`src/rtl/pmod_ssd_if.sv`:
```
// Pin-level bundle for the PmodSSD display: segment/select lines plus the recovered digit state.
// slave is the capture block; master is whoever drives the pins and observes the results.
interface pmod_ssd_if;
    logic       SSD_AA;
    logic       SSD_AB;
    logic       SSD_AC;
    logic       SSD_AD;
    logic       SSD_AE;
    logic       SSD_AF;
    logic       SSD_AG;
    logic       SSD_C;
    logic [4:0] digit0;
    logic [4:0] digit1;
    logic       illegal0;
    logic       illegal1;
    logic       frame_valid;
    logic       stalled;

    modport slave (
        input  SSD_AA, SSD_AB, SSD_AC, SSD_AD, SSD_AE, SSD_AF, SSD_AG, SSD_C,
        output digit0, digit1, illegal0, illegal1, frame_valid, stalled
    );

    modport master (
        output SSD_AA, SSD_AB, SSD_AC, SSD_AD, SSD_AE, SSD_AF, SSD_AG, SSD_C,
        input  digit0, digit1, illegal0, illegal1, frame_valid, stalled
    );
endinterface

```
`src/rtl/pmod_ssd_capture.sv`:
```
// Receive side of the PmodSSD link: recovers the two multiplexed digit codes from the segment
// and digit-select pins, flags undecodable patterns and a stalled multiplex clock.
module pmod_ssd_capture #(
    parameter int unsigned SIMULATE        = 1,
    parameter int unsigned SEG_ACTIVE_HIGH = 1,
    parameter int unsigned SETTLE_CYCLES   = 4,
    parameter int unsigned STABLE_COUNT    = 8,
    parameter int unsigned TIMEOUT_CYCLES  = 2000000,
    parameter int unsigned TIMEOUT_SIM     = 64
) (
    input  logic      clk,
    input  logic      reset,
    pmod_ssd_if.slave ssd
);
    localparam int unsigned Timeout = (SIMULATE != 0) ? TIMEOUT_SIM : TIMEOUT_CYCLES;
    localparam int unsigned WdW     = $clog2(Timeout + 1);
    localparam logic [WdW-1:0] TimeoutW = WdW'(Timeout);

    typedef enum logic [1:0] {StIdle, StSettle, StSample, StHold} state_e;

    logic [7:0]     pins;
    logic [7:0]     sync1_q, sync2_q;
    logic           c_prev_q;
    logic           c_sync, c_edge;
    logic [6:0]     seg;
    state_e         state_q, state_d;
    logic           phase_q, phase_d;
    logic [7:0]     settle_q, settle_d;
    logic [7:0]     match_q, match_d;
    logic [6:0]     ref_q, ref_d;
    logic [4:0]     digit0_q, digit0_d, digit1_q, digit1_d;
    logic           illegal0_q, illegal0_d, illegal1_q, illegal1_d;
    logic           cap0_q, cap0_d, cap1_q, cap1_d;
    logic           frame_q, frame_d;
    logic [WdW-1:0] wdog_q, wdog_d;
    logic           stalled_q, stalled_d;
    logic           cap_en;
    logic [4:0]     code;

    assign pins = {ssd.SSD_C, ssd.SSD_AG, ssd.SSD_AF, ssd.SSD_AE,
                   ssd.SSD_AD, ssd.SSD_AC, ssd.SSD_AB, ssd.SSD_AA};

    assign c_sync = sync2_q[7];
    assign c_edge = c_sync ^ c_prev_q;
    assign seg    = (SEG_ACTIVE_HIGH != 0) ? sync2_q[6:0] : ~sync2_q[6:0];

    // gfedcba pattern to code; 5'h1F marks an undecodable pattern.
    function automatic logic [4:0] decode(input logic [6:0] s);
        case (s)
            7'h3F:   decode = 5'h00;
            7'h06:   decode = 5'h01;
            7'h5B:   decode = 5'h02;
            7'h4F:   decode = 5'h03;
            7'h66:   decode = 5'h04;
            7'h6D:   decode = 5'h05;
            7'h7D:   decode = 5'h06;
            7'h07:   decode = 5'h07;
            7'h7F:   decode = 5'h08;
            7'h6F:   decode = 5'h09;
            7'h77:   decode = 5'h0A;
            7'h7C:   decode = 5'h0B;
            7'h39:   decode = 5'h0C;
            7'h5E:   decode = 5'h0D;
            7'h79:   decode = 5'h0E;
            7'h71:   decode = 5'h0F;
            7'h00:   decode = 5'h10;
            default: decode = 5'h1F;
        endcase
    endfunction

    assign code = decode(ref_q);

    always_comb begin
        state_d    = state_q;
        phase_d    = phase_q;
        settle_d   = settle_q;
        match_d    = match_q;
        ref_d      = ref_q;
        digit0_d   = digit0_q;
        digit1_d   = digit1_q;
        illegal0_d = illegal0_q;
        illegal1_d = illegal1_q;
        cap_en     = 1'b0;

        frame_d = cap0_q & cap1_q;
        cap0_d  = cap0_q & ~frame_d;
        cap1_d  = cap1_q & ~frame_d;

        wdog_d    = c_edge ? '0 : ((wdog_q == TimeoutW) ? wdog_q : wdog_q + 1'b1);
        stalled_d = (wdog_d == TimeoutW);

        // An edge abandons whatever phase is in progress, even on the capture cycle.
        if (c_edge) begin
            state_d  = StSettle;
            phase_d  = c_sync;
            settle_d = 8'(SETTLE_CYCLES - 1);
        end else begin
            case (state_q)
                StSettle: begin
                    if (settle_q == 8'd0) begin
                        state_d = StSample;
                        ref_d   = seg;
                        match_d = 8'd1;
                    end else begin
                        settle_d = settle_q - 8'd1;
                    end
                end
                StSample: begin
                    if (match_q == 8'(STABLE_COUNT)) begin
                        cap_en  = 1'b1;
                        state_d = StHold;
                    end else if (seg == ref_q) begin
                        match_d = match_q + 8'd1;
                    end else begin
                        ref_d   = seg;
                        match_d = 8'd1;
                    end
                end
                default: ;
            endcase
        end

        if (cap_en) begin
            if (phase_q) begin
                digit0_d   = code;
                illegal0_d = (code == 5'h1F);
                cap0_d     = 1'b1;
            end else begin
                digit1_d   = code;
                illegal1_d = (code == 5'h1F);
                cap1_d     = 1'b1;
            end
        end
    end

    always_ff @(posedge clk or negedge reset) begin
        if (!reset) begin
            sync1_q    <= '0;
            sync2_q    <= '0;
            c_prev_q   <= 1'b0;
            state_q    <= StIdle;
            phase_q    <= 1'b0;
            settle_q   <= '0;
            match_q    <= '0;
            ref_q      <= '0;
            digit0_q   <= '0;
            digit1_q   <= '0;
            illegal0_q <= 1'b0;
            illegal1_q <= 1'b0;
            cap0_q     <= 1'b0;
            cap1_q     <= 1'b0;
            frame_q    <= 1'b0;
            wdog_q     <= '0;
            stalled_q  <= 1'b0;
        end else begin
            sync1_q    <= pins;
            sync2_q    <= sync1_q;
            c_prev_q   <= c_sync;
            state_q    <= state_d;
            phase_q    <= phase_d;
            settle_q   <= settle_d;
            match_q    <= match_d;
            ref_q      <= ref_d;
            digit0_q   <= digit0_d;
            digit1_q   <= digit1_d;
            illegal0_q <= illegal0_d;
            illegal1_q <= illegal1_d;
            cap0_q     <= cap0_d;
            cap1_q     <= cap1_d;
            frame_q    <= frame_d;
            wdog_q     <= wdog_d;
            stalled_q  <= stalled_d;
        end
    end

    assign ssd.digit0      = digit0_q;
    assign ssd.digit1      = digit1_q;
    assign ssd.illegal0    = illegal0_q;
    assign ssd.illegal1    = illegal1_q;
    assign ssd.frame_valid = frame_q;
    assign ssd.stalled     = stalled_q;
endmodule
```
`src/flat_wrapper.sv`:
```
// flat-port wrapper written by rule: the top's interface ports become plain ports
module pmod_ssd_capture_flat 
#(
    parameter int unsigned SIMULATE        = 1,
    parameter int unsigned SEG_ACTIVE_HIGH = 1,
    parameter int unsigned SETTLE_CYCLES   = 4,
    parameter int unsigned STABLE_COUNT    = 8,
    parameter int unsigned TIMEOUT_CYCLES  = 2000000,
    parameter int unsigned TIMEOUT_SIM     = 64
)
  (clk, reset, ssd_SSD_AA, ssd_SSD_AB, ssd_SSD_AC, ssd_SSD_AD, ssd_SSD_AE, ssd_SSD_AF, ssd_SSD_AG, ssd_SSD_C, ssd_digit0, ssd_digit1, ssd_illegal0, ssd_illegal1, ssd_frame_valid, ssd_stalled);
  pmod_ssd_if ssd_i ();
  input  logic clk;
  input  logic reset;
  input wire logic [$bits(ssd_i.SSD_AA)-1:0] ssd_SSD_AA;
  input wire logic [$bits(ssd_i.SSD_AB)-1:0] ssd_SSD_AB;
  input wire logic [$bits(ssd_i.SSD_AC)-1:0] ssd_SSD_AC;
  input wire logic [$bits(ssd_i.SSD_AD)-1:0] ssd_SSD_AD;
  input wire logic [$bits(ssd_i.SSD_AE)-1:0] ssd_SSD_AE;
  input wire logic [$bits(ssd_i.SSD_AF)-1:0] ssd_SSD_AF;
  input wire logic [$bits(ssd_i.SSD_AG)-1:0] ssd_SSD_AG;
  input wire logic [$bits(ssd_i.SSD_C)-1:0] ssd_SSD_C;
  output wire logic [$bits(ssd_i.digit0)-1:0] ssd_digit0;
  output wire logic [$bits(ssd_i.digit1)-1:0] ssd_digit1;
  output wire logic [$bits(ssd_i.illegal0)-1:0] ssd_illegal0;
  output wire logic [$bits(ssd_i.illegal1)-1:0] ssd_illegal1;
  output wire logic [$bits(ssd_i.frame_valid)-1:0] ssd_frame_valid;
  output wire logic [$bits(ssd_i.stalled)-1:0] ssd_stalled;
  assign ssd_i.SSD_AA = ssd_SSD_AA;
  assign ssd_i.SSD_AB = ssd_SSD_AB;
  assign ssd_i.SSD_AC = ssd_SSD_AC;
  assign ssd_i.SSD_AD = ssd_SSD_AD;
  assign ssd_i.SSD_AE = ssd_SSD_AE;
  assign ssd_i.SSD_AF = ssd_SSD_AF;
  assign ssd_i.SSD_AG = ssd_SSD_AG;
  assign ssd_i.SSD_C = ssd_SSD_C;
  assign ssd_digit0 = ssd_i.digit0;
  assign ssd_digit1 = ssd_i.digit1;
  assign ssd_illegal0 = ssd_i.illegal0;
  assign ssd_illegal1 = ssd_i.illegal1;
  assign ssd_frame_valid = ssd_i.frame_valid;
  assign ssd_stalled = ssd_i.stalled;
  pmod_ssd_capture #(.SIMULATE(SIMULATE), .SEG_ACTIVE_HIGH(SEG_ACTIVE_HIGH), .SETTLE_CYCLES(SETTLE_CYCLES), .STABLE_COUNT(STABLE_COUNT), .TIMEOUT_CYCLES(TIMEOUT_CYCLES), .TIMEOUT_SIM(TIMEOUT_SIM)) u_core (.clk(clk), .reset(reset), .ssd(ssd_i));
endmodule
```
`config.mk`:
```
export PLATFORM = sky130hd
export DESIGN_NAME = pmod_ssd_capture_flat
export DESIGN_NICKNAME = d
export VERILOG_FILES = /design/src/rtl/pmod_ssd_if.sv /design/src/rtl/pmod_ssd_capture.sv /design/src/flat_wrapper.sv
export SDC_FILE = /design/constraint.sdc
export NUM_CORES = 1
export LEC_CHECK = 0
export CORE_MARGIN = 3
export CORE_UTILIZATION = 40
export CTS_BUF_LIST = sky130_fd_sc_hd__clkbuf_2 sky130_fd_sc_hd__clkbuf_4 sky130_fd_sc_hd__clkbuf_8
export CTS_CLUSTER_SIZE = 25
export DETAILED_ROUTE_END_ITERATION = 12
export PLACE_DENSITY_LB_ADDON = 0.08
export SYNTH_ARGS = -nofsm -noshare
export SYNTH_HDL_FRONTEND = slang
export SYNTH_SLANG_ARGS = --single-unit
```
`constraint.sdc`:
```
create_clock -name clk -period 2.9 [get_ports clk]
set_clock_uncertainty 0.05 [all_clocks]
set_input_delay 0.87 -clock clk [delete_from_list [all_inputs] [get_ports clk]]
set_output_delay 0.87 -clock clk [all_outputs]
set_load 0.005 [all_outputs]
```
## Yosys cells after proc, flatten, opt, wreduce, memory -nomap -nowiden

Cells that the tools add are included.
W data, S select, Z words.

- Flip-flop bits (word level): 66
- Bits of input ports: 10
- Output and inout bits: 14
- Logic and storage cells: 92

- $add $sub $neg: 3
- Equal/unequal tests: 29
- Mux-type cells: 25
- Bitwise gates (word level): 7
- Reductions and logical operators: 11

Operators by type and width:

| cell | number |
|---|---|
| $eq A7 B7 Y1 const B | 14 |
| $pmux W5 S17 | 1 |
| $mux W8 | 6 |
| $mux W7 | 5 |
| $pmux W8 S2 | 1 |
| $eq A7 B3 Y1 const B | 2 |
| $eq A7 B6 Y1 const B | 2 |
| $pmux W7 S2 | 1 |
| $add A8 B1 Y8 const B | 1 |
| $eq A8 B4 Y1 const B | 1 |
| $logic_not A8 Y1 | 1 |
| $sub A8 B1 Y8 const B | 1 |
| $add A7 B1 Y7 const B | 1 |
| $eq A7 B7 Y1 | 1 |
| $logic_not A7 Y1 | 1 |
| $mux W1 | 7 |
| $mux W2 | 3 |
| $ne A3 B1 Y1 const B | 2 |
| $reduce_and A2 Y1 | 3 |
| $eq A5 B5 Y1 const B | 1 |
| $reduce_and A5 Y1 | 1 |
| $ne A2 B1 Y1 const B | 2 |
| $ne A2 B2 Y1 const B | 2 |
| $pmux W2 S2 | 1 |
| 9 further kinds | 14 |

## Depth between registers and ports, before layout

Gate-level depths: netlist of run 1.

- Word-level depth: 5
- Mapped depth: 8
- Mapped depth without buffers: 7

## Least setup slack after synthesis of run 1

OpenSTA, ideal clock, no wires.

- Path kind: register -> register
- Start: register u_core.state_q[0]
- End: register u_core.ref_q[5]
- Library setup time: 0.125 ns
- Arrival: 2.055 ns
- Data required time: 2.725 ns
- Path slack: 0.670 ns
- Cell stages (with the launch flop): 8
- Buffers on the path: 0
- Period minus slack after synthesis: 2.230 ns
- Path through: dfrtp_1 -> inv_1 -> ha_1 -> or2_2 -> o32ai_4 -> nand2_4 -> nor2_8 -> mux2_4

- Cells in the longest elaborated chain, start to end: 3
- Elaborated cells between the ends (all ways): 8
- Classes of those cells: eq/ne (5); mux (1); reduce/logical (2)

RTL lines:

| element | RTL line | source |
|---|---|---|
| from (decl) | pmod_ssd_capture.sv:26 | `state_e state_q, state_d;` |
| from (signal assigned) | pmod_ssd_capture.sv:141 | `state_q <= StIdle;` |
| from (signal assigned) | pmod_ssd_capture.sv:159 | `state_q <= state_d;` |
| $eq A2 B2 Y1 / $eq A2 B1 Y1 (equally long branches) | pmod_ssd_capture.sv:98 | `case (state_q)` |
| $ne A2 B2 Y1 (no line) (tied with other cells) | - |  |
| $reduce_and A5 Y1 (no line) | - |  |
| to (signal assigned) | pmod_ssd_capture.sv:163 | `ref_q <= ref_d;` |
| to (decl) | pmod_ssd_capture.sv:30 | `logic [6:0] ref_q, ref_d;` |

Several ways; a longest one is shown, not always the timed one.
A chain may end at the register's enable or synchronous reset.

## Final worst setup path of run 1

- Start: register u_core.ref_q[3]
- End: register u_core.digit1_q[2], in the netlist u_core.ssd.digit1[2]

- Cells in the longest elaborated chain, start to end: 2
- Elaborated cells between the ends (all ways): 18
- Classes of those cells: eq/ne (16); mux (1); reduce/logical (1)

RTL lines:

| element | RTL line | source |
|---|---|---|
| $eq A7 B7 Y1 (tied with other cells) | pmod_ssd_capture.sv:49 | `case (s)` |
| $pmux W5 S17 (*) | pmod_ssd_capture.sv:49 |  |
| to (signal assigned) | pmod_ssd_capture.sv:165 | `digit1_q <= digit1_d;` |
| to (decl) | pmod_ssd_capture.sv:31 | `logic [4:0] digit0_q, digit0_d, digit1_q, digit1_d;` |

Mark *: on every way between the ends. The rest lies on a longest branch, timed or not.

==> results.tsv, run 1 <==
stage	metric	value	unit
floorplan	core area	0.007848	mm2
clock_tree	clk slew on worst S/H paths	0.07	ns
hold_path	worst hold-check path type	flip-flop to flip-flop	
synthesis	most instantiated cells after synthesis	66 x dfrtp_1, 31 x nor2_1, 24 x nand2_1	
clock_tree	Clock Root Buffer	clkbuf_8	
global_route	number of global-route vias before repair	2345	
synthesis	ranking of synthesized cells by area	dfrtp_1 50%, xnor2_1 3.7%, nor2_1 3.5%	
finish	Final nets	362	
clock_tree	H-tree Lvls	3	
floorplan	Die X	96.58	um
worst_setup_path	Crit Reg-Reg Endpoint	u_core.ssd.digit1[2]	
finish	fin util	48.88	%
route	1st-iter DRT viols	166	
placed_design	hpwl dp	4293	um
synthesis	asr flop ratio synth	100.0	%
sta	fmax	0.4422	GHz
sta	RSZ-0062 raised after global routing	no	
clock_tree	TritonCTS clock tree	done	
route	Antenna Nets Post-Route	0	
global_route	first-pass GRT wire length	11070	um
finish	antenna diode count	0	
worst_setup_path	critical path type	flip-flop to flip-flop	
synthesis	syn avg cell area	10.29	um2
power	Static Leak	1.651	nW
synthesis	Syn. warnings	0	
hold_path	Hold Path Origin	u_core.sync1_q[6]	
route	vias per std cell	5.372	
clock_tree	CTS hold repair buffers	0	
route	Pre-antenna DRT Iters	4	
clock_tree	Sink Count	66	
global_route	total gr overflow	0	
synthesis	number of synthesized flops with an enable pin	0	
global_route	antenna violations before repair	0	
synthesis	most frequent cell after synthesis	dfrtp_1	
clock_tree	later-pin clock latency in the skew report	0.34	ns
sta	Slew HR	58.53	%
floorplan	Initial Util	41.82	%
sta	slew of the pin with the lowest slew margin	0.6134	ns
synthesis	Yosys reg bits	66	
route	via count	2412	
worst_setup_path	setup slack, reg-to-reg	0.64	ns
worst_setup_path	WP data required	3.04	ns
outcome	status	finished clean	
synthesis	Syn Inst Count	319	
clock_tree	cts repair resizes	0	
sta	Hold Violations, Final	0	
synthesis	synthesized net count	337	
sta	fin crit period	2.261	ns
synthesis	post-synthesis sequential area ratio	50.32	%
sta	max-slew violations	0	
route	Total Wirelength	6239	um
synthesis	library cells used by synthesis	55	
synthesis	Synth Flop Type	dfrtp_1	
hold_path	hold-critical path endpoint	u_core.sync2_q[6]	
global_route	largest net degree at the start of global routing	46	
synthesis	Mapped Area	0.003282	mm2
route	drt wl/cell	13.90	um
run	Max Cap Viol	0	
route	Residual DRC	0	
placed_design	port bufs	23	
sta	Final setup viols	0	
clock_tree	clk buf depth	2	
placed_design	Placer Congestion	0.8496	
sta	Worst Hold Slack	0.2978	ns
sta	period utilization	77.98	%
clock_tree	postcts setup bufs	0	
finish	FILL cells	751	
worst_setup_path	crit path DAT	2.40	ns
floorplan	die area	0.009328	mm2
finish	Multi-input gate area	0.001514	mm2
worst_setup_path	reg2reg path depth	5	
worst_setup_path	Critical R2R Launch	u_core.ref_q[3]	
global_route	global-route usage over all layers	15.35	%
sta	Final TNS setup	0	ns
worst_setup_path	Critical Path Start	u_core.ref_q[3]	
finish	area grow syn2layout	16.89	%
finish	Register Area	0.001652	mm2
floorplan	# rows	32	
worst_setup_path	CP max FO	19	
worst_setup_path	crit end category	flip-flop	
worst_setup_path	Startpoint Class	flip-flop	
synthesis	Synth top area share	50.32	%
finish	layout cells sized above 1	11.53	%
power	P per Cell Area	771.6	mW/mm2
synthesis	Synth area leader	dfrtp_1	
hold_path	WHS Path Cells	0	
floorplan	Die Height	96.58	um
clock_tree	number of buffers created by CTS	9	
power	worst vdd ir	0.0004831	V
floorplan	# IOs	24	
[registers in the layout, summed over array words and instances, names as in the netlist, 2 cells and up]
name,flops
u_core.ssd.digit0,5
u_core.state_q,2
u_core.settle_q,8
u_core.sync1_q,8
u_core.wdog_q,7
u_core.ref_q,7
u_core.match_q,8
u_core.sync2_q,8
u_core.ssd.digit1,5
[worst max-delay path by stage]
stage / to / slack [ns]
6_report: u_core.ssd.digit1[2] / 0.64
5_1_grt: u_core.ssd.digit1[2] / 0.45
4_1_cts: u_core.ssd.digit1[2] / 0.60
3_5_place_dp: u_core.ssd.digit1[2] / 0.62
3_3_place_gp: u_core.ref_q[1] / 0.69
2_1_floorplan: u_core.ref_q[5] / 0.67
[power by group]
group | total [W] | internal, W | switching [W]
clock network | 0.000773 | 0.000445 | 0.000329
registers | 0.00128 | 0.00103 | 0.000254
logic | 0.000906 | 0.000430 | 0.000477
[layout by cell type, fill, tap and decap left out, types with 5 or more instances in the layout]
cell | synthesis | routed
dfrtp_1 | 66 | 66
nor2_1 | 31 | 31
nand2_1 | 24 | 24
clkdlybuf4s50_1 | 0 | 22
inv_1 | 15 | 15
nor3_1 | 15 | 15
xnor2_1 | 14 | 14
nand3_1 | 13 | 13
a31oi_1 | 13 | 13
clkbuf_8 | 0 | 11
xor2_1 | 9 | 9
o21ai_0 | 9 | 9
ha_1 | 8 | 8
mux2_4 | 7 | 7
buf_4 | 0 | 6
and2_1 | 5 | 5
a21oi_1 | 5 | 5
[metrics by stage]
stage | worst slack (ns) | std cells | area, um2 | power [W]
final | 0.6386 | 449 | 3836 | 0.002960
after global routing | 0.4524 | 449 | 3836 | 0.003170
after CTS | 0.5977 | 449 | 3836 | 0.002995
after detailed placement | 0.6176 | 435 | 3640 | 0.002206
after global placement | 0.6903 | 435 | 3640 | 0.002199
after floorplan | 0.6696 | 319 | 3282 | 0.001984
[kinds of logic after synthesis]
kind of cell	count (synthesis)	synth area share (%)
and+or+nand+nor	124	19.98
buffers and inverters	31	3.546
AOI/OAI and AO/OA	56	12.47
DFF	66	50.32
adders and majority gates	8	3.050
muxes	11	4.499
xor gates and xnor gates	23	6.138
[worst max-delay path, cell delays in order (launching register included)]
cell	delay, ns
dfrtp_1	0.58
or3_1	0.44
a2111oi_0	0.44
nor3_1	0.17
nand3b_1	0.29
a31oi_1	0.15
[layout make-up]
type                    instances  area share (%)
inverters                      15           1.468
well taps                     102           3.327
multi-input cells             222           39.47
clock inverters                 2          0.9785
clock buffers                  12           4.142
flip-flops and latches         66           43.05
repair buffers                 30           7.567
[per-layer routing]
layer	up-vias	wire length [um]	global-route usage, %
met5	-	0	0
met1	1169	3003	20.17
met4	0	63	4.790
li1	1192	-	-
met3	5	282	4.105
met2	46	2889	24.77
Note: power is estimated with default switching activity, not from simulation.
==> run 2, diff against run 1 <==
- clock period: 2.9 -> 2.1 ns (I/O delays scaled with it)
==> run 2 against run 1 <==
Against the previous run: die area is the same; count of clock-buffer cells in the layout fell by 3; via count is 3.5% higher; worst setup slack worse by 0.56 ns; first-iteration DRC count is 13% lower; sequential power increased by 23%; global-route usage rose by 0.53 points; final area grew 7.0%; worst hold slack got worse by 0.065 ns; critical path depth is 2 higher; utilization is 3.4 points higher; power rose by 51%; critical path type unchanged.
==> results.tsv, run 2 (synthesized netlist as in run 1, its figures left out) <==
stage	metric	value	unit
clock_tree	later-pin clock latency in the skew report	0.34	ns
sta	slew of the pin with the lowest slew margin	0.5047	ns
sta	fmax	0.4942	GHz
worst_setup_path	crit path DAT	2.20	ns
sta	fin crit period	2.023	ns
power	worst vdd ir	0.0004467	V
floorplan	Die X	96.58	um
worst_setup_path	CP max FO	7	
global_route	first-pass GRT wire length	11430	um
power	sequential fraction of design power	35.2	%
sta	RSZ-0062 raised after global routing	no	
route	1st-iter DRT viols	145	
power	Comb pwr share	40.9	%
clock_tree	CTS hold repair buffers	0	
worst_setup_path	slowest cell on the critical path	dfrtp_1	
floorplan	core area	0.007848	mm2
outcome	status	finished clean	
global_route	number of global-route vias before repair	2385	
sta	max-slew violations	0	
power	switching pwr	0.001623	W
clock_tree	TritonCTS clock tree	done	
floorplan	Die Height	96.58	um
placed_design	hpwl dp	4540	um
global_route	busiest grt layer	met2	
worst_setup_path	Critical Path Start	u_core.settle_q[1]	
global_route	largest net degree at the start of global routing	67	
sta	Slew HR	65.48	%
clock_tree	clk slew on worst S/H paths	0.07	ns
sta	Worst Hold Slack	0.2325	ns
route	Pre-antenna DRT Iters	4	
floorplan	# IOs	24	
sta	Hold Violations, Final	0	
worst_setup_path	WP data required	2.28	ns
hold_path	worst hold-check path type	primary input to async pin	
power	Static Leak	1.781	nW
global_route	global-route usage over all layers	15.89	%
worst_setup_path	reg2reg path depth	7	
worst_setup_path	CP cell instances	inv_1 -> ha_1 -> or2b_4 -> o32ai_4 -> nand2_4 -> nor2_8 -> mux2_4	
clock_tree	Sink Count	66	
power	Internal Power	0.002852	W
finish	layout cells sized above 1	20.53	%
route	vias per std cell	5.233	
finish	Register Area	0.001653	mm2
placed_design	Placed Area	0.003845	mm2
worst_setup_path	max incr delay on CP	0.39	ns
finish	FILL cells	755	
finish	commonest non-fill, non-tap cell in the layout	dfrtp_1	
finish	most frequent cells in the layout	65 x dfrtp_1, 31 x nor2_1, 31 x buf_4	
route	Residual DRC	0	
worst_setup_path	critical path type	flip-flop to flip-flop	
clock_tree	clk buf depth	2	
floorplan	die area	0.009328	mm2
global_route	met3 Usage GRT	4.415	%
power	sw frac	36.27	%
finish	Final nets	388	
clock_tree	H-tree Lvls	3	
power	Clock power frac	23.9	%
finish	Multi-input gate area	0.001567	mm2
finish	area grow syn2layout	25.05	%
global_route	antenna violations before repair	0	
route	via count	2496	
sta	period utilization	96.35	%
finish	Design Area, Final	0.004104	mm2
route	Total Wirelength	6450	um
run	Max Cap Viol	0	
worst_setup_path	crit end category	flip-flop	
route	drt wl/cell	13.52	um
clock_tree	number of buffers created by CTS	9	
placed_design	port bufs	23	
global_route	GR Util met2	24.43	%
route	Antenna Nets Post-Route	0	
floorplan	Initial Util	41.82	%
global_route	met1 usage	21.52	%
sta	Final setup viols	0	
placed_design	Placer Congestion	0.8220	
global_route	total gr overflow	0	
finish	antenna diode count	0	
worst_setup_path	Startpoint Class	flip-flop	
worst_setup_path	Critical R2R Launch	u_core.settle_q[1]	
clock_tree	Clock Root Buffer	clkbuf_8	
power	P per Cell Area	1091	mW/mm2
floorplan	# rows	32	
run 2: routing by layer:
layer / part of all wire, % / up-vias
li1: - / 1242
met1: 48 / 1203
met2: 47 / 43
met3: 3.8 / 8
met4: 1.4 / 0
met5: 0 / -
run 2: cell type report:
class | instances | area share (%)
Clock buffer | 9 | 3.018
Sequential cell | 66 | 40.27
Multi-Input combinational cell | 222 | 38.17
Inverter | 15 | 1.372
Clock inverter | 7 | 1.921
Tap cell | 102 | 3.110
Timing Repair Buffer | 56 | 12.13
run 2: power by group through the flow:
| stage | Clock, W | Combinational, W | Sequential, W |
|---|---|---|---|
| after CTS | 0.00112 | 0.00175 | 0.00157 |
| after global routing | 0.00119 | 0.00204 | 0.00160 |
| after floorplan | 0 | 0.00124 | 0.00153 |
| after global placement | 0 | 0.00173 | 0.00159 |
| after detailed placement | 0 | 0.00174 | 0.00160 |
| final | 0.00107 | 0.00183 | 0.00158 |
run 2: worst paths after layout:
kind,slack [ns],endpoint
min in group clk,0.30,u_core.sync2_q[5]
hold reg to reg,0.30,u_core.sync2_q[5]
hold / removal,0.23,u_core.ssd.digit0[3]
setup reg to reg,0.08,u_core.ref_q[6]
max in group asynchronous,1.47,u_core.ref_q[6]
setup / recovery,0.08,u_core.ref_q[6]
run 2: timing repair:
| item | 4_1_cts | 5_1_grt |
|---|---|---|
| buffers inserted | 0 | 2 |
| gates resized for setup | 0 | 13 |
| endpoints found under the setup margin | 7 | 21 |
| cloned | 0 | 0 |
| pin swaps | 1 | 5 |
run 2: metrics by stage:
stage	setup TNS (ns)	std cells	utilization [%]	setup slack [ns]	total power, W
floorplan	-0.7331	319	-	-0.1047	0.002770
global placement	0	459	49.00	0.02957	0.003319
detailed placement	0	459	49.00	0.006619	0.003338
CTS	0	475	51.58	0.01427	0.004435
global route	0	477	52.30	0.004019	0.004826
finish	0	477	52.30	0.07663	0.004476
run 2: critical path, delay by kind of cell (launching register included):
kind / cells / cell delay [ns]
buffers and inverters: 1 / 0.08
and+or+nand+nor: 3 / 0.61
adders and majority gates: 1 / 0.14
muxes: 1 / 0.32
DFF: 1 / 0.39
AOI/OAI and AO/OA: 1 / 0.33
==> run 3, diff against run 2 <==
- CORE_MARGIN: 3 -> 4
- SETUP_SLACK_MARGIN: default -> 0.05
==> run 3 against run 2 <==
Against the previous run: worst hold slack better by 0.0030 ns; critical path type unchanged; largest power group unchanged; power up 3.8%; first-iteration DRC count up 16%; worst setup slack better by 0.027 ns; critical path depth down 2; critical endpoint unchanged; highest routed layer unchanged; wire length up 2.2%; cell count up 0.63%; sequential cell count unchanged; maximum frequency up 1.3%.
==> results.tsv, run 3 (synthesized netlist as in run 1, its figures left out) <==
stage	metric	value	unit
clock_tree	clk buf depth	2	
global_route	number of global-route vias before repair	2493	
worst_setup_path	crit end category	flip-flop	
placed_design	hpwl dp	4530	um
sta	Final setup viols	0	
finish	area grow syn2layout	26.80	%
placed_design	Setup WS pre-CTS	0.003115	ns
worst_setup_path	max incr delay on CP	0.56	ns
finish	antenna diode count	0	
clock_tree	number of buffers created by CTS	9	
clock_tree	TritonCTS clock tree	done	
route	via count	2527	
power	total power	0.004645	W
floorplan	die area	0.009718	mm2
global_route	global-route usage over all layers	14.39	%
finish	commonest non-fill, non-tap cell in the layout	dfrtp_1	
worst_setup_path	critical path type	flip-flop to flip-flop	
route	Antenna Nets Post-Route	0	
floorplan	core area	0.007848	mm2
clock_tree	clk slew on worst S/H paths	0.07	ns
global_route	first-pass GRT wire length	11400	um
finish	Final nets	391	
finish	most frequent cells in the layout	65 x dfrtp_1, 33 x buf_4, 31 x nor2_1	
sta	Hold Violations, Final	0	
floorplan	# IOs	24	
placed_design	Placer Congestion	0.8425	
power	Static Leak	1.816	nW
sta	post-route setup slack	0.1032	ns
floorplan	Die X	98.58	um
global_route	largest net degree at the start of global routing	67	
hold_path	worst hold-check path type	primary input to async pin	
floorplan	Initial Util	41.82	%
power	worst vdd ir	0.0005734	V
route	1st-iter DRT viols	168	
worst_setup_path	family with the most delay on the worst path	simple AND/OR/NAND/NOR gates	
route	Pre-antenna DRT Iters	4	
route	Residual DRC	0	
sta	fin crit period	1.997	ns
worst_setup_path	reg2reg path depth	5	
finish	fin util	53.03	%
worst_setup_path	Startpoint Class	flip-flop	
finish	layout cells sized above 1	21.43	%
sta	max-slew violations	0	
placed_design	port bufs	23	
worst_setup_path	CP max FO	7	
worst_setup_path	WP data required	2.28	ns
floorplan	# rows	32	
worst_setup_path	slowest cell on the critical path	or4_4	
worst_setup_path	Worst path depth	5	
worst_setup_path	crit path DAT	2.17	ns
outcome	status	finished clean	
route	Total Wirelength	6592	um
route	vias per std cell	5.265	
sta	period utilization	95.09	%
clock_tree	H-tree Lvls	3	
clock_tree	Clock Root Buffer	clkbuf_8	
sta	slew of the pin with the lowest slew margin	0.4328	ns
route	drt wl/cell	13.73	um
worst_setup_path	CP cell instances	or4_4 -> o32ai_4 -> nand2_4 -> nor2_8 -> mux2_4	
floorplan	Die Height	98.58	um
worst_setup_path	CP Buf/Inv Count	0	
power	P per Cell Area	1116	mW/mm2
sta	fmax	0.5008	GHz
run	Max Cap Viol	0	
global_route	antenna violations before repair	0	
global_route	total gr overflow	0	
clock_tree	later-pin clock latency in the skew report	0.34	ns
sta	RSZ-0062 raised after global routing	yes	
sta	Slew HR	70.93	%
clock_tree	Sink Count	66	
## run 3: repair_timing
item                       in CTS  in global routing
gates cloned                    0                  1
setup endpoints to repair      18                 27
pin swaps                       3                  2
hold endpoints to repair        0                  0
hold buffers                    0                  0
gates resized for setup         3                 11
buffers inserted                1                  1
## run 3: where the power goes
group,leakage (nW),internal (W),switching (W)
registers,0.844,0.00142,0.000151
clock network,0.112,0.000703,0.000509
logic,0.860,0.000885,0.000975
total,1.82,0.00301,0.00163
## run 3: area by class of cell
| cell class | count | area [um2] |
|---|---|---|
| fillers | 734 | 3686 |
| flip-flops and latches | 66 | 1653 |
| multi-input cells | 223 | 1584 |
| repair buffers | 58 | 513.0 |
| clock buffers | 10 | 137.6 |
| well taps | 102 | 127.6 |
| clock inverters | 6 | 90.09 |
| inverters | 15 | 56.30 |
## run 3: worst paths after layout
| path | startpoint | to | slack [ns] |
|---|---|---|---|
| worst max-delay path | u_core.settle_q[6] | u_core.ref_q[6] | 0.10 |
| worst min-delay path | reset | u_core.ssd.digit0[3] | 0.24 |
| worst max register to register | u_core.settle_q[6] | u_core.ref_q[6] | 0.10 |
| worst min register to register | u_core.sync1_q[0] | u_core.sync2_q[0] | 0.30 |
| max in group asynchronous | reset | u_core.ref_q[6] | 1.45 |
| min in group clk | u_core.sync1_q[0] | u_core.sync2_q[0] | 0.30 |
## run 3: through the flow
stage          instance area (um2)  hold slack, ns  std cells  TNS, ns
4_1_cts                       4108          0.2499        478        0
2_1_floorplan                 3294          0.2812        319  -0.7331
3_3_place_gp                  3860          0.2825        461        0
6_report                      4161          0.2355        480        0
5_1_grt                       4161          0.2653        480        0
3_5_place_dp                  3860          0.2864        461        0
## run 3: routing by layer
| layer | part of all wire, % | up-vias | global-route usage, % |
|---|---|---|---|
| met5 | 0 | - | 0 |
| met4 | 1.2 | 0 | 4.517 |
| met3 | 4.9 | 7 | 4.742 |
| met2 | 46 | 61 | 22.62 |
| met1 | 48 | 1212 | 18.91 |
| li1 | - | 1247 | - |
